## src/rtl/cmdparse_pkg.sv

```systemverilog
// Shared definitions for the burst command parser: state encoding, framing
// characters and record geometry.
package cmdparse_pkg;

    typedef enum logic [3:0] {
        GET_HDR,
        GET_SEQ,
        GET_COUNT,
        GET_FLAG,
        GET_ADR,
        GET_DAT,
        GET_CRC0,
        GET_CRC1,
        GET_TERM,
        SCAN_TERM,
        DRAIN
    } state_t;

    localparam logic [7:0] REQ_HDR   = 8'h52;
    localparam logic [7:0] SCAN_CHAR = 8'h7E;

    // Bytes per record: FLAG, then the address, then the data.
    function automatic int rec_len(input int addr_bytes, input int data_bytes);
        return 1 + addr_bytes + data_bytes;
    endfunction

endpackage

```

## src/rtl/cmdparse_buf.sv

```systemverilog
// Command buffer of {we, adr, dat} entries; one write port, one read port
// addressed directly by the parser's write and read pointers.
module cmdparse_buf #(
    parameter int W     = 25,
    parameter int DEPTH = 4,
    parameter int PW    = 2
) (
    input  logic          clk,
    input  logic          rst,
    input  logic          wr_en,
    input  logic [PW-1:0] wr_addr,
    input  logic [W-1:0]  wr_data,
    input  logic [PW-1:0] rd_addr,
    output logic [W-1:0]  rd_data
);

    logic [W-1:0] mem_reg [DEPTH];

    always_ff @(posedge clk) begin
        if (rst) begin
            for (int i = 0; i < DEPTH; i++)
                mem_reg[i] <= '0;
        end else if (wr_en) begin
            mem_reg[wr_addr] <= wr_data;
        end
    end

    // The parser registers this value into its output stage, so the read
    // path stays combinational to keep the drain free of bubbles.
    assign rd_data = mem_reg[rd_addr];

endmodule

```

## src/rtl/crc16ccitt.sv

```systemverilog
// Bytewise CRC16-CCITT (poly 0x1021, MSB first, cleared to zero).
module crc16ccitt (
    input  logic        clk,
    input  logic        rst,
    input  logic        clr,
    input  logic        en,
    input  logic [7:0]  data,
    output logic [15:0] crc
);

    logic [15:0] crc_reg;
    logic [15:0] crc_next;

    always_comb begin
        crc_next = crc_reg;
        for (int i = 0; i < 8; i++) begin
            if (crc_next[15] ^ data[7-i])
                crc_next = {crc_next[14:0], 1'b0} ^ 16'h1021;
            else
                crc_next = {crc_next[14:0], 1'b0};
        end
    end

    always_ff @(posedge clk) begin
        if (rst || clr)
            crc_reg <= '0;
        else if (en)
            crc_reg <= crc_next;
    end

    assign crc = crc_reg;

endmodule

```

## src/rtl/cmdparse_burst.sv

```systemverilog
// Framed multi-command request parser: buffers records until CRC and terminator
// validate, then drains them over a valid/ready handshake.
module cmdparse_burst
    import cmdparse_pkg::*;
#(
    parameter int ADDR_BYTES = 2,
    parameter int DATA_BYTES = 1,
    parameter int MAX_CMDS   = 4
) (
    input  logic                    clk,
    input  logic                    rst,
    input  logic [7:0]              rx_data,
    input  logic                    rx_avail,
    output logic                    cmd_valid,
    input  logic                    cmd_ready,
    output logic [5:0]              seq_o,
    output logic                    we_o,
    output logic [8*ADDR_BYTES-1:0] adr_o,
    output logic [8*DATA_BYTES-1:0] dat_o,
    output logic                    last_o,
    output logic                    err_frame,
    output logic                    err_crc,
    output logic                    err_busy
);

    localparam int AW      = 8 * ADDR_BYTES;
    localparam int DW      = 8 * DATA_BYTES;
    localparam int EW      = 1 + AW + DW;
    localparam int PW      = (MAX_CMDS > 1) ? $clog2(MAX_CMDS) : 1;
    localparam int CW      = $clog2(MAX_CMDS + 1);
    localparam int REC_LEN = rec_len(ADDR_BYTES, DATA_BYTES);

    // Record byte positions: 0 = FLAG, 1..ADDR_BYTES = address, rest = data.
    localparam logic [3:0] ADR_LAST_POS = 4'(ADDR_BYTES);
    localparam logic [3:0] DAT_LAST_POS = 4'(REC_LEN - 1);
    localparam logic [8:0] MAX_CMDS_B   = 9'(MAX_CMDS);

    state_t          state_reg, state_next;
    logic [5:0]      seq_reg, seq_next;
    logic [CW-1:0]   count_reg, count_next;
    logic [CW-1:0]   rec_cnt_reg, rec_cnt_next;
    logic [3:0]      pos_reg, pos_next;
    logic            we_reg, we_next;
    logic [AW-1:0]   adr_reg, adr_next;
    logic [DW-1:0]   dat_reg, dat_next;
    logic [PW-1:0]   wr_ptr_reg, wr_ptr_next;
    logic [PW-1:0]   rd_ptr_reg, rd_ptr_next;
    logic            drop_reg, drop_next;

    logic            cmd_valid_reg, cmd_valid_next;
    logic [5:0]      seq_o_reg, seq_o_next;
    logic            we_o_reg, we_o_next;
    logic [AW-1:0]   adr_o_reg, adr_o_next;
    logic [DW-1:0]   dat_o_reg, dat_o_next;
    logic            last_o_reg, last_o_next;
    logic            err_frame_reg, err_frame_next;
    logic            err_crc_reg, err_crc_next;
    logic            err_busy_reg, err_busy_next;

    logic            crc_clr, crc_en;
    logic [15:0]     crc_val;
    logic            buf_we;
    logic [EW-1:0]   buf_wdata, buf_rdata;
    logic [PW-1:0]   rd_addr;
    logic            load_out;
    logic            goto_scan;
    logic [1:0]      adr_idx, dat_idx;

    crc16ccitt u_crc (
        .clk  (clk),
        .rst  (rst),
        .clr  (crc_clr),
        .en   (crc_en),
        .data (rx_data),
        .crc  (crc_val)
    );

    assign buf_wdata = {we_reg, adr_reg, dat_next};

    cmdparse_buf #(
        .W     (EW),
        .DEPTH (MAX_CMDS),
        .PW    (PW)
    ) u_buf (
        .clk     (clk),
        .rst     (rst),
        .wr_en   (buf_we),
        .wr_addr (wr_ptr_reg),
        .wr_data (buf_wdata),
        .rd_addr (rd_addr),
        .rd_data (buf_rdata)
    );

    always_comb begin
        state_next     = state_reg;
        seq_next       = seq_reg;
        count_next     = count_reg;
        rec_cnt_next   = rec_cnt_reg;
        pos_next       = pos_reg;
        we_next        = we_reg;
        adr_next       = adr_reg;
        dat_next       = dat_reg;
        wr_ptr_next    = wr_ptr_reg;
        rd_ptr_next    = rd_ptr_reg;
        drop_next      = drop_reg;
        cmd_valid_next = cmd_valid_reg;
        seq_o_next     = seq_o_reg;
        we_o_next      = we_o_reg;
        adr_o_next     = adr_o_reg;
        dat_o_next     = dat_o_reg;
        last_o_next    = last_o_reg;
        err_frame_next = 1'b0;
        err_crc_next   = 1'b0;
        err_busy_next  = 1'b0;
        crc_clr        = 1'b0;
        crc_en         = 1'b0;
        buf_we         = 1'b0;
        rd_addr        = '0;
        load_out       = 1'b0;
        goto_scan      = 1'b0;
        adr_idx        = 2'(pos_reg - 4'd1);
        dat_idx        = 2'(pos_reg - ADR_LAST_POS - 4'd1);

        case (state_reg)
            GET_HDR: if (rx_avail) begin
                if (rx_data == REQ_HDR) begin
                    crc_en     = 1'b1;
                    state_next = GET_SEQ;
                end else begin
                    crc_clr = 1'b1;
                    if (rx_data != SCAN_CHAR) begin
                        err_frame_next = 1'b1;
                        goto_scan      = 1'b1;
                    end
                end
            end
            GET_SEQ: if (rx_avail) begin
                if (rx_data[7:6] != 2'b00) begin
                    err_frame_next = 1'b1;
                    goto_scan      = 1'b1;
                end else begin
                    seq_next   = rx_data[5:0];
                    crc_en     = 1'b1;
                    state_next = GET_COUNT;
                end
            end
            GET_COUNT: if (rx_avail) begin
                if (rx_data == 8'h00 || {1'b0, rx_data} > MAX_CMDS_B) begin
                    err_frame_next = 1'b1;
                    goto_scan      = 1'b1;
                end else begin
                    count_next   = CW'(rx_data);
                    rec_cnt_next = '0;
                    crc_en       = 1'b1;
                    state_next   = GET_FLAG;
                end
            end
            GET_FLAG: if (rx_avail) begin
                if (rx_data[6:0] != 7'd0) begin
                    err_frame_next = 1'b1;
                    goto_scan      = 1'b1;
                end else begin
                    we_next    = rx_data[7];
                    pos_next   = 4'd1;
                    crc_en     = 1'b1;
                    state_next = GET_ADR;
                end
            end
            GET_ADR: if (rx_avail) begin
                crc_en = 1'b1;
                for (int b = 0; b < ADDR_BYTES; b++)
                    if (adr_idx == 2'(b))
                        adr_next[b*8 +: 8] = rx_data;
                pos_next = pos_reg + 4'd1;
                if (pos_reg == ADR_LAST_POS)
                    state_next = GET_DAT;
            end
            GET_DAT: if (rx_avail) begin
                crc_en = 1'b1;
                for (int b = 0; b < DATA_BYTES; b++)
                    if (dat_idx == 2'(b))
                        dat_next[b*8 +: 8] = rx_data;
                pos_next = pos_reg + 4'd1;
                if (pos_reg == DAT_LAST_POS) begin
                    buf_we       = 1'b1;
                    wr_ptr_next  = wr_ptr_reg + PW'(1);
                    rec_cnt_next = rec_cnt_reg + CW'(1);
                    state_next   = (rec_cnt_reg == count_reg - CW'(1)) ? GET_CRC0 : GET_FLAG;
                end
            end
            GET_CRC0: if (rx_avail) begin
                if (rx_data != crc_val[15:8]) begin
                    err_crc_next = 1'b1;
                    goto_scan    = 1'b1;
                end else begin
                    state_next = GET_CRC1;
                end
            end
            GET_CRC1: if (rx_avail) begin
                if (rx_data != crc_val[7:0]) begin
                    err_crc_next = 1'b1;
                    goto_scan    = 1'b1;
                end else begin
                    state_next = GET_TERM;
                end
            end
            GET_TERM: begin
                crc_clr = 1'b1;
                if (rx_avail) begin
                    if (rx_data == SCAN_CHAR) begin
                        // Commit: present entry 0 on the very next cycle.
                        wr_ptr_next    = '0;
                        rd_ptr_next    = '0;
                        rd_addr        = '0;
                        load_out       = 1'b1;
                        cmd_valid_next = 1'b1;
                        seq_o_next     = seq_reg;
                        drop_next      = 1'b0;
                        state_next     = DRAIN;
                    end else begin
                        err_frame_next = 1'b1;
                        goto_scan      = 1'b1;
                    end
                end
            end
            SCAN_TERM: begin
                crc_clr = 1'b1;
                if (rx_avail && rx_data == SCAN_CHAR)
                    state_next = GET_HDR;
            end
            DRAIN: begin
                if (rx_avail) begin
                    drop_next = 1'b1;
                    if (rx_data == REQ_HDR)
                        err_busy_next = 1'b1;
                end
                if (cmd_valid_reg && cmd_ready) begin
                    if (last_o_reg) begin
                        cmd_valid_next = 1'b0;
                        drop_next      = 1'b0;
                        state_next     = (drop_reg || rx_avail) ? SCAN_TERM : GET_HDR;
                    end else begin
                        rd_ptr_next = rd_ptr_reg + PW'(1);
                        rd_addr     = rd_ptr_reg + PW'(1);
                        load_out    = 1'b1;
                    end
                end
            end
            default: state_next = GET_HDR;
        endcase

        if (goto_scan) begin
            state_next  = SCAN_TERM;
            wr_ptr_next = '0;
        end

        if (load_out) begin
            {we_o_next, adr_o_next, dat_o_next} = buf_rdata;
            last_o_next = (CW'(rd_addr) == count_reg - CW'(1));
        end
    end

    always_ff @(posedge clk) begin
        if (rst) begin
            state_reg     <= GET_HDR;
            seq_reg       <= '0;
            count_reg     <= '0;
            rec_cnt_reg   <= '0;
            pos_reg       <= '0;
            we_reg        <= 1'b0;
            adr_reg       <= '0;
            dat_reg       <= '0;
            wr_ptr_reg    <= '0;
            rd_ptr_reg    <= '0;
            drop_reg      <= 1'b0;
            cmd_valid_reg <= 1'b0;
            seq_o_reg     <= '0;
            we_o_reg      <= 1'b0;
            adr_o_reg     <= '0;
            dat_o_reg     <= '0;
            last_o_reg    <= 1'b0;
            err_frame_reg <= 1'b0;
            err_crc_reg   <= 1'b0;
            err_busy_reg  <= 1'b0;
        end else begin
            state_reg     <= state_next;
            seq_reg       <= seq_next;
            count_reg     <= count_next;
            rec_cnt_reg   <= rec_cnt_next;
            pos_reg       <= pos_next;
            we_reg        <= we_next;
            adr_reg       <= adr_next;
            dat_reg       <= dat_next;
            wr_ptr_reg    <= wr_ptr_next;
            rd_ptr_reg    <= rd_ptr_next;
            drop_reg      <= drop_next;
            cmd_valid_reg <= cmd_valid_next;
            seq_o_reg     <= seq_o_next;
            we_o_reg      <= we_o_next;
            adr_o_reg     <= adr_o_next;
            dat_o_reg     <= dat_o_next;
            last_o_reg    <= last_o_next;
            err_frame_reg <= err_frame_next;
            err_crc_reg   <= err_crc_next;
            err_busy_reg  <= err_busy_next;
        end
    end

    assign cmd_valid = cmd_valid_reg;
    assign seq_o     = seq_o_reg;
    assign we_o      = we_o_reg;
    assign adr_o     = adr_o_reg;
    assign dat_o     = dat_o_reg;
    assign last_o    = last_o_reg;
    assign err_frame = err_frame_reg;
    assign err_crc   = err_crc_reg;
    assign err_busy  = err_busy_reg;

endmodule

```

## config.mk

```make
export PLATFORM = sky130hd
export DESIGN_NAME = cmdparse_burst
export DESIGN_NICKNAME = d
export VERILOG_FILES = /design/src/rtl/cmdparse_pkg.sv /design/src/rtl/cmdparse_buf.sv /design/src/rtl/crc16ccitt.sv /design/src/rtl/cmdparse_burst.sv
export SDC_FILE = /design/constraint.sdc
export NUM_CORES = 1
export LEC_CHECK = 0
export BUFFER_PORTS_ARGS = -buffer_cell sky130_fd_sc_hd__buf_2
export CORE_UTILIZATION = 45
export DETAILED_ROUTE_END_ITERATION = 10
export PLACE_DENSITY = 0.7
export SYNTH_ARGS = -nofsm -noshare
export SYNTH_HDL_FRONTEND = slang
export SYNTH_SLANG_ARGS = --single-unit
```

## constraint.sdc

```tcl
create_clock -name clk -period 3.9 [get_ports clk]
set_input_delay 0.585 -clock clk [delete_from_list [all_inputs] [get_ports clk]]
set_output_delay 0.585 -clock clk [all_outputs]
set_load 0.1 [all_outputs]
```

==> flow_metrics.py <==
metrics = {
    "clock_network": {
        "cts_setup_buffers": 0,
        "cts_inserted_buffers": 23,
        "clock_tree.htree_level_count": 1,
        "hold_buffers": 0,
        "clk_latency_ps": 530,
        "clock_tree.buffer_depth": 3,
        "clock_sink_count": 202,
        "clk_pin_slew_worst_paths_ps": 60,
        "tritoncts": "yes",
        "root_buffer": "sky130_fd_sc_hd__clkbuf_16",
        "ctsResizeCount": 0,
    },
    "timing": {
        "least_margin_pin_slew_ps": 1050,
        "setup-violations-final": 0,
        "period_share_pct": 83.3,
        "max_slew_vio_count": 0,
        "fin_worst_skew_ps": 11.8,
        "fmaxAchievable_ghz": 0.308,
        "grt_setup_unrepaired": "false",
        "final-hold-violation-count": 0,
        "timing.slew.headroom_pct": 29.8,
        "setup_tns_ps": 0,
        "hold_slack_ps": 446,
        "finalWorstPathRequiredPeriod_ps": 3250,
    },
    "run": {
        "maxCapViolations": 0,
    },
    "power_and_ir_drop": {
        "leakagePower_nw": 4.09,
        "power.total_mw": 4.98,
        "power.ir.vdd_worst_uv": 342,
        "power_per_cell_area_nw_per_um2": 463,
    },
    "floorplan": {
        "core_region_area_um2": 20500,
        "die_area_um2": 21700,
        "starting_density_of_the_core_pct": 46.4,
        "floorplan.io_pins": 48,
        "placement_rows": 52,
        "fp.dieW_um": 147,
        "floorplan.die.height_um": 147,
    },
    "placed_design": {
        "place.detailed.hpwl_um": 14500,
        "portBuffers": 47,
        "routabilityCongestion": 0.871,
        "placedInstanceArea_um2": 10000,
    },
    "synthesis": {
        "synth.largest_area_cell": "sky130_fd_sc_hd__edfxtp_1",
        "syn-cell-area_um2": 9500,
        "post_synth_inst_count": 925,
        "synth-seq-cells": 202,
        "synth_largest_type_area_fraction_pct": 31.6,
        "synth_area_leaders": "sky130_fd_sc_hd__edfxtp_1 (32%), sky130_fd_sc_hd__dfxtp_1 (21%), sky130_fd_sc_hd__mux2i_1 (6.8%)",
        "asyncSetResetFlopFracSynth_pct": 0,
        "ys.warnings.count": 0,
        "synth_edf_count": 100,
        "synth_area_per_cell_um2": 10.3,
        "yosysUniqueCellTypes": 69,
        "synth_seq_area_share_pct": 53.1,
        "synthFlopType": "sky130_fd_sc_hd__dfxtp_1",
        "synth_most_common_cell": "sky130_fd_sc_hd__dfxtp_1",
        "yosys-top-cells-count": "sky130_fd_sc_hd__dfxtp_1 (102), sky130_fd_sc_hd__edfxtp_1 (100), sky130_fd_sc_hd__nor2_1 (85)",
        "syn-num-nets": 943,
    },
    "route": {
        "drt-total-wl_um": 23100,
        "drt_first_pass_iters": 4,
        "antenna_violating_nets_post_route": 0,
        "vias_post_dr": 6963,
        "average_detailed_routed_wire_length_per_instance_um": 18.6,
        "detail_route.iter0.violations": 426,
        "avgViaCountPerCell": 5.62,
        "drt_drc_violations_left": 0,
    },
    "grt": {
        "maximum_number_of_pins_on_one_net_before_global_route_repair": 64,
        "groute.usage.overall_pct": 21.7,
        "vias_in_the_first_global_route": 6669,
        "grt_overflow_total": 0,
        "global_route_wire_length_before_repair_um": 36700,
        "grt_antenna_before_repair": 0,
    },
    "setup_path": {
        "timing_worst_setup_path_type": "reg2reg",
        "cp_max_fo": 19,
        "worst-endpoint-required_ps": 4130,
        "worstSetupStartpointType": "flip-flop",
        "endpoint_kind": "flip-flop",
        "worst_ep_arrival_time_ps": 3480,
    },
    "final_layout": {
        "layout.cell_area.non_filler_um2": 10800,
        "area_growth_pct": 13.4,
        "antennaDiodeCount": 0,
        "num-nets-final": 969,
        "largest_register_ff_count": 100,
        "drive_above_1_share_pct": 14.9,
        "utilization_pct": 52.6,
        "nFillCells": 1849,
    },
    "run_status": {
        "status": "finished clean",
    },
    "min_path": {
        "hold_class": "reg2reg",
    },
}
==> worst max-delay path, cell delays in order (launching register included) <==
cell                        delay, ps
sky130_fd_sc_hd__dfxtp_1          700
sky130_fd_sc_hd__nand4bb_1        300
sky130_fd_sc_hd__nor4b_1          630
sky130_fd_sc_hd__nand3_1          140
sky130_fd_sc_hd__buf_4            210
sky130_fd_sc_hd__nor2_1           210
sky130_fd_sc_hd__nand3b_1         130
sky130_fd_sc_hd__nand2_1          370
sky130_fd_sc_hd__buf_12           230
==> worst paths after layout <==
check	startpoint	end	slack [ps]	depth (start not counted)
worst max-delay path	state_reg[2]	u_buf.mem_reg[2][13]	650	8
worst min-delay path	adr_o[1]	adr_o[1]	450	2
worst max register to register	state_reg[2]	u_buf.mem_reg[2][13]	650	8
worst min register to register	adr_o[1]	adr_o[1]	450	2
==> per-stage QoR <==
step,std cells,setup slack [ps]
6_report,1238,653
5_1_grt,1238,385
4_1_cts,1238,726
3_5_place_dp,1196,738
3_3_place_gp,1196,826
2_1_floorplan,925,119
==> cell type report <==
class / count / area [um2] / share of cell area (%)
clock buffers: 31 / 656 / 6.09
clock inverters: 11 / 73.8 / 0.685
inverters: 12 / 45.0 / 0.418
multi-input cells: 641 / 4160 / 38.6
flip-flops and latches: 202 / 5040 / 46.8
well taps: 270 / 338 / 3.14
repair buffers: 71 / 455 / 4.23
==> metal layers <==
metal / GRT usage [%] / part of all wire [%] / vias up
li1: - / - / 3389
met3: 3.51 / 5.1 / 51
met5: 0 / 0 / -
met1: 28.6 / 45 / 3337
met4: 7.58 / 3.2 / 0
met2: 35.9 / 47 / 186
==> layout by cell type, fill, tap and decap left out, types with 6 or more instances in the layout <==
cell type,count
sky130_fd_sc_hd__a21o_1,6
sky130_fd_sc_hd__a21oi_1,79
sky130_fd_sc_hd__a311o_1,6
sky130_fd_sc_hd__and2_1,57
sky130_fd_sc_hd__and3_1,21
sky130_fd_sc_hd__buf_2,46
sky130_fd_sc_hd__buf_4,22
sky130_fd_sc_hd__clkbuf_16,23
sky130_fd_sc_hd__dfxtp_1,102
sky130_fd_sc_hd__edfxtp_1,100
sky130_fd_sc_hd__ha_1,6
sky130_fd_sc_hd__inv_1,12
sky130_fd_sc_hd__mux2_2,12
sky130_fd_sc_hd__mux2i_1,65
sky130_fd_sc_hd__nand2_1,77
sky130_fd_sc_hd__nand3_1,16
sky130_fd_sc_hd__nand4_1,9
sky130_fd_sc_hd__nor2_1,84
sky130_fd_sc_hd__nor3_1,20
sky130_fd_sc_hd__nor4_1,8
sky130_fd_sc_hd__o211ai_1,17
sky130_fd_sc_hd__o21ai_0,13
sky130_fd_sc_hd__o31ai_1,18
sky130_fd_sc_hd__or2_2,7
sky130_fd_sc_hd__xnor2_1,33
sky130_fd_sc_hd__xor2_1,8
==> power breakdown <==
part	switching [mW]	internal, mW
logic	0.363	0.212
registers	0.0457	2.29
clock network	0.885	1.19
total	1.29	3.69
==> logic make-up after synthesis <==
family | share of synthesized area, %
buf+inv | 3.48
simple gates | 19.0
mux | 8.27
xor+xnor | 3.78
fa+ha+maj | 0.790
flops | 53.1
compound gates | 11.6
Power figures use the tool's default switching activity.
